## src/rtl/rho_slice_rotator.sv

```systemverilog
// Buffers one serially delivered 1600-bit Keccak state and replays it slice by slice
// with the rho lane rotation applied: out_slice[24-k] = lane_k[(z - r_k) mod 64].
module rho_slice_rotator (
    input  logic        clk,
    input  logic        rst,
    input  logic        in_valid,
    input  logic        in_bit,
    output logic        in_ready,
    output logic        out_valid,
    input  logic        out_ready,
    output logic [24:0] out_slice,
    output logic        out_last,
    output logic        done
);

    typedef enum logic {
        LOAD = 1'b0,
        EMIT = 1'b1
    } state_t;

    localparam logic [5:0] ROT [25] = '{
        6'd0,  6'd1,  6'd62, 6'd28, 6'd27,
        6'd36, 6'd44, 6'd6,  6'd55, 6'd20,
        6'd3,  6'd10, 6'd43, 6'd25, 6'd39,
        6'd41, 6'd45, 6'd15, 6'd21, 6'd8,
        6'd18, 6'd2,  6'd61, 6'd56, 6'd14
    };

    state_t      state_q, state_d;
    logic [4:0]  bc_q, bc_d;
    logic [5:0]  sc_q, sc_d;
    logic [5:0]  z_q, z_d;
    logic        done_q, done_d;
    logic [63:0] lane_q [25];
    logic [24:0] rot_slice;
    logic        in_accept;

    assign in_ready  = (state_q == LOAD);
    assign out_valid = (state_q == EMIT);
    assign in_accept = in_valid && in_ready;

    always_comb begin
        // NOTE: every variable gets a default first so no path through the block infers a latch.
        state_d = state_q;
        bc_d    = bc_q;
        sc_d    = sc_q;
        z_d     = z_q;
        done_d  = 1'b0;
        unique case (state_q)
            LOAD: begin
                if (in_valid) begin
                    if (bc_q == 5'd24) begin
                        bc_d = 5'd0;
                        if (sc_q == 6'd63) begin
                            state_d = EMIT;
                            sc_d    = 6'd0;
                            z_d     = 6'd0;
                        end else begin
                            sc_d = sc_q + 6'd1;
                        end
                    end else begin
                        bc_d = bc_q + 5'd1;
                    end
                end
            end
            EMIT: begin
                if (out_ready) begin
                    z_d = z_q + 6'd1;
                    if (z_q == 6'd63) begin
                        state_d = LOAD;
                        done_d  = 1'b1;
                    end
                end
            end
            default: state_d = LOAD;
        endcase
    end

    // NOTE: sequential state uses non-blocking assignments so every flop samples pre-edge values.
    always_ff @(posedge clk or negedge rst) begin
        if (!rst) begin
            state_q <= LOAD;
            bc_q    <= 5'd0;
            sc_q    <= 6'd0;
            z_q     <= 6'd0;
            done_q  <= 1'b0;
        end else begin
            state_q <= state_d;
            bc_q    <= bc_d;
            sc_q    <= sc_d;
            z_q     <= z_d;
            done_q  <= done_d;
        end
    end

    // NOTE: the state buffer is deliberately not reset; each bit is rewritten before it is read.
    always_ff @(posedge clk) begin
        if (in_accept) begin
            lane_q[bc_q][sc_q] <= in_bit;
        end
    end

    // The 6-bit subtraction wraps modulo 64, giving the cyclic lane rotation for free.
    for (genvar k = 0; k < 25; k++) begin : g_lane
        assign rot_slice[24-k] = lane_q[k][z_q - ROT[k]];
    end

    assign out_slice = out_valid ? rot_slice : 25'd0;
    assign out_last  = out_valid && (z_q == 6'd63);
    assign done      = done_q;

endmodule

```

## config.mk

```make
export PLATFORM = sky130hd
export DESIGN_NAME = rho_slice_rotator
export DESIGN_NICKNAME = d
export VERILOG_FILES = /design/src/rtl/rho_slice_rotator.sv
export SDC_FILE = /design/constraint.sdc
export NUM_CORES = 2
export LEC_CHECK = 0
export ABC_AREA = 0
export CAP_MARGIN = 20
export CELL_PAD_IN_SITES_DETAIL_PLACEMENT = 2
export CELL_PAD_IN_SITES_GLOBAL_PLACEMENT = 2
export CORE_MARGIN = 3
export CORE_UTILIZATION = 43
export DETAILED_ROUTE_END_ITERATION = 7
export GPL_TIMING_DRIVEN = 0
export PLACE_DENSITY_LB_ADDON = 0.1
export SLEW_MARGIN = 0
export SYNTH_ARGS = -nofsm -noshare
export SYNTH_HDL_FRONTEND = slang
export SYNTH_SLANG_ARGS = --single-unit
```

## constraint.sdc

```tcl
create_clock -name clk -period 4.7 [get_ports clk]
set_clock_uncertainty 0.1 [all_clocks]
set_input_delay 0.94 -clock clk [delete_from_list [all_inputs] [get_ports clk]]
set_output_delay 0.94 -clock clk [all_outputs]
set_load 0.05 [all_outputs]
```

==> results.json <==
{
  "hold_path_class": "in2async",
  "cts_tree": "built",
  "portBuffers": 33,
  "r2r_setup_slack_ns": 0.18,
  "dieArea_um2": 169000,
  "p_int_mw": 31.7,
  "synth_area_leaders": "edfxtp_1, mux4_2, nor2_1",
  "cts-root-buf": "clkbuf_16",
  "period_minus_slack_ns": 5.69,
  "layout_worst_path_cycle_share": 1.21,
  "clock_power_share": 0.270,
  "ir_drop_uv": 1240,
  "synth_top_family_by_area": "multiplexers",
  "antenna_found_initial": 16,
  "synth-seq-area-share": 0.686,
  "worstPathRequired_ns": 3.66,
  "dominantRegCellSynth": "edfxtp_1",
  "multi_input_area_um2": 21500,
  "setup_violations": 39,
  "syn_nets": 4737,
  "yosys.area.top_type": "edfxtp_1",
  "gp_congestion": 1.02,
  "ant_nets": 0,
  "initial_core_util": 0.434,
  "status": "complete, but fails checks",
  "postCtsHoldBufs": 0,
  "clock_path_buffers": 3,
  "cp_max_fo": 6,
  "power.density_nw_per_um2": 591,
  "area_growth_pct": 20.7,
  "worstSetupPathType": "reg2out",
  "p_sw_frac": 0.370,
  "grt_pass1_wl_um": 412000,
  "fin_ws_ns": -0.990,
  "layout.nets": 5227,
  "r2r_start": "out_valid",
  "synthXorXnorAreaFrac": 0.00685,
  "cp_data_arrival_time_ns": 4.65,
  "p_switching_mw": 18.7,
  "holdWs_ns": 0.455,
  "timing.fmax_mhz": 176,
  "vias": 46900,
  "core_um2": 163000,
  "relSlewSlack": 0.181,
  "syn_inst": 4709,
  "r2r_end": "lane_q[18][11]",
  "drt-total-wl_um": 311000,
  "clk_latency_ns": 0.81,
  "startpoint_type": "register",
  "grt_use_total": 0.362,
  "yosys.area_share.simple": 0.105,
  "totalPowerFinal_mw": 50.4,
  "cap_violations": 0,
  "dpl.hpwl_um": 202000,
  "numCtsBuffers": 177,
  "drt_iter0_drc": 6803,
  "io_pins": 34,
  "synth-compound-area-share": 0.0112,
  "cp-end-kind": "primary output",
  "num_rows": 148,
  "gr-total-overflow": 0,
  "n_fill_cell": 14800,
  "post-synth-top-area-fraction": 0.680,
  "viasPerCell": 6.23,
  "clock_sinks": 1619,
  "drc_errors": 0,
  "grt_max_degree": 254,
  "ys_async_sr_fraction": 0.0117,
  "synth-seq-cells": 1619,
  "finalMaxSlewViolations": 0,
  "synth_edf_count": 1600,
  "die_w_um": 411,
  "synth_area_um2": 70700,
  "wl_per_cell_um": 41.3,
  "drtPass1Iterations": 5,
  "seq_power_share": 0.315,
  "die_height_um": 411,
  "syn_area_per_cell_um2": 15.0,
  "violations": "negative setup slack",
  "regArea_um2": 48500,
  "grt_pass1_vias": 48600,
  "worst_pin_slew_ns": 1.23,
  "final_cell_mix": "nor2_1, edfxtp_1, mux4_2, clkbuf_1, clkbuf_16",
  "ys_warn_count": 0,
  "muxShareOfSynthArea": 0.161,
  "layout_commonest_cell": "nor2_1",
  "htree_levels": 4,
  "yosys.cell_types.count": 64,
  "combPwrFrac": 0.415,
  "layout-drive-gt1-share": 0.243,
  "r2r_cells": 7,
  "leakage_nw": 26.0,
  "rsz0062_at_grt": "true",
  "cts.clk_slew.worst_paths_ns": 0.06,
  "synthAdderAreaFrac": 0.00407,
  "finalHoldViolCount": 0
}
==> cell usage after synthesis (19+ instances only) <==
master	number
buf_4	35
nand2_1	160
clkbuf_1	335
edfxtp_1	1600
dfrtp_1	19
o21ai_0	20
mux2_2	24
mux4_2	461
a21oi_1	25
xnor2_1	32
mux2i_1	71
nand3_1	53
buf_2	38
ha_1	23
nor2_1	1622
==> critical path, cell delays in order (launching register included) <==
cell	delay [ns]
dfrtp_1	0.41
buf_6	0.14
buf_12	0.10
buf_16	0.13
buf_16	0.13
buf_16	0.10
clkinvlp_4	0.20
ha_4	0.43
buf_12	0.20
buf_16	0.16
clkbuf_16	0.18
buf_16	0.16
mux4_2	0.37
mux2i_4	0.27
nand3_1	0.11
o211ai_1	0.22
o22ai_4	0.21
buf_6	0.20
==> final cells by class <==
type,count,area share
repair buffers,318,0.0457
clock inverters,93,0.00829
diodes,7,0.000205
flip-flops and latches,1619,0.569
multi-input cells,2653,0.252
plain buffers,418,0.0364
clock buffers,227,0.0558
well taps,2175,0.0319
inverters,12,0.00101
==> registers in the layout, indices dropped and copies added, names as in the netlist <==
register   cells
lane_q      1600
sc_q           6
z_q            6
bc_q           5
done           1
out_valid      1
==> worst max-delay path by stage <==
stage,startpoint,to,slack (ns),depth (start not counted)
3_3_place_gp,in_bit,lane_q[15][4],-38.41,1
6_report,z_q[0],out_slice[23],-0.99,17
2_1_floorplan,z_q[1],out_slice[6],0.03,14
5_1_grt,z_q[0],out_slice[10],-0.95,18
3_5_place_dp,z_q[1],out_slice[11],-4.30,16
4_1_cts,z_q[0],out_slice[11],-0.90,16
==> kinds of logic (layout without fill, tap and decap cells) <==
kind of cell,after synthesis,count (layout)
DFF,1619,1619
buffers and inverters,437,1068
adders and majority gates,23,23
other,0,7
muxes,556,556
and+or+nand+nor,1905,1905
AOI/OAI and AO/OA,118,118
xor gates and xnor gates,51,51
==> per-layer routing <==
| metal | up-vias | share of wire | GRT usage |
|---|---|---|---|
| met4 | 6 | 0.080 | 0.239 |
| li1 | 18300 | - | - |
| met3 | 780 | 0.088 | 0.0705 |
| met5 | - | 0.000096 | 0 |
| met1 | 25100 | 0.36 | 0.450 |
| met2 | 2628 | 0.47 | 0.577 |
==> what timing repair did <==
action,CTS,global route
resized for setup,643,102
cloned,6,5
setup endpoints to repair,29,45
endpoints found under the hold margin,0,0
pin swaps,36,27
setup buffers,144,82
==> per-stage QoR <==
stage               worst slack [ns]  TNS, ns   util  std cells  instance area [µm²]
finish                        -0.990   -16.62  0.523       7522                85300
global placement              -38.41        -  0.454       6917                73900
floorplan                     0.0276        0      -       4709                70900
CTS                           -0.898   -14.02  0.517       7438                84200
global route                  -0.951   -16.04  0.523       7516                85300
detailed placement             -4.30  -262.89  0.460       6972                75000
==> power by group through the flow <==
stage,Clock [mW],Combinational (mW),Sequential (mW)
CTS,13.7,19.3,15.9
global route,14.3,20.8,15.9
finish,13.6,20.9,15.9
detailed placement,0,15.6,16.2
floorplan,0,7.57,16.2
global placement,0,14.9,17.1
No activity file was read; power rests on OpenSTA's default activity.
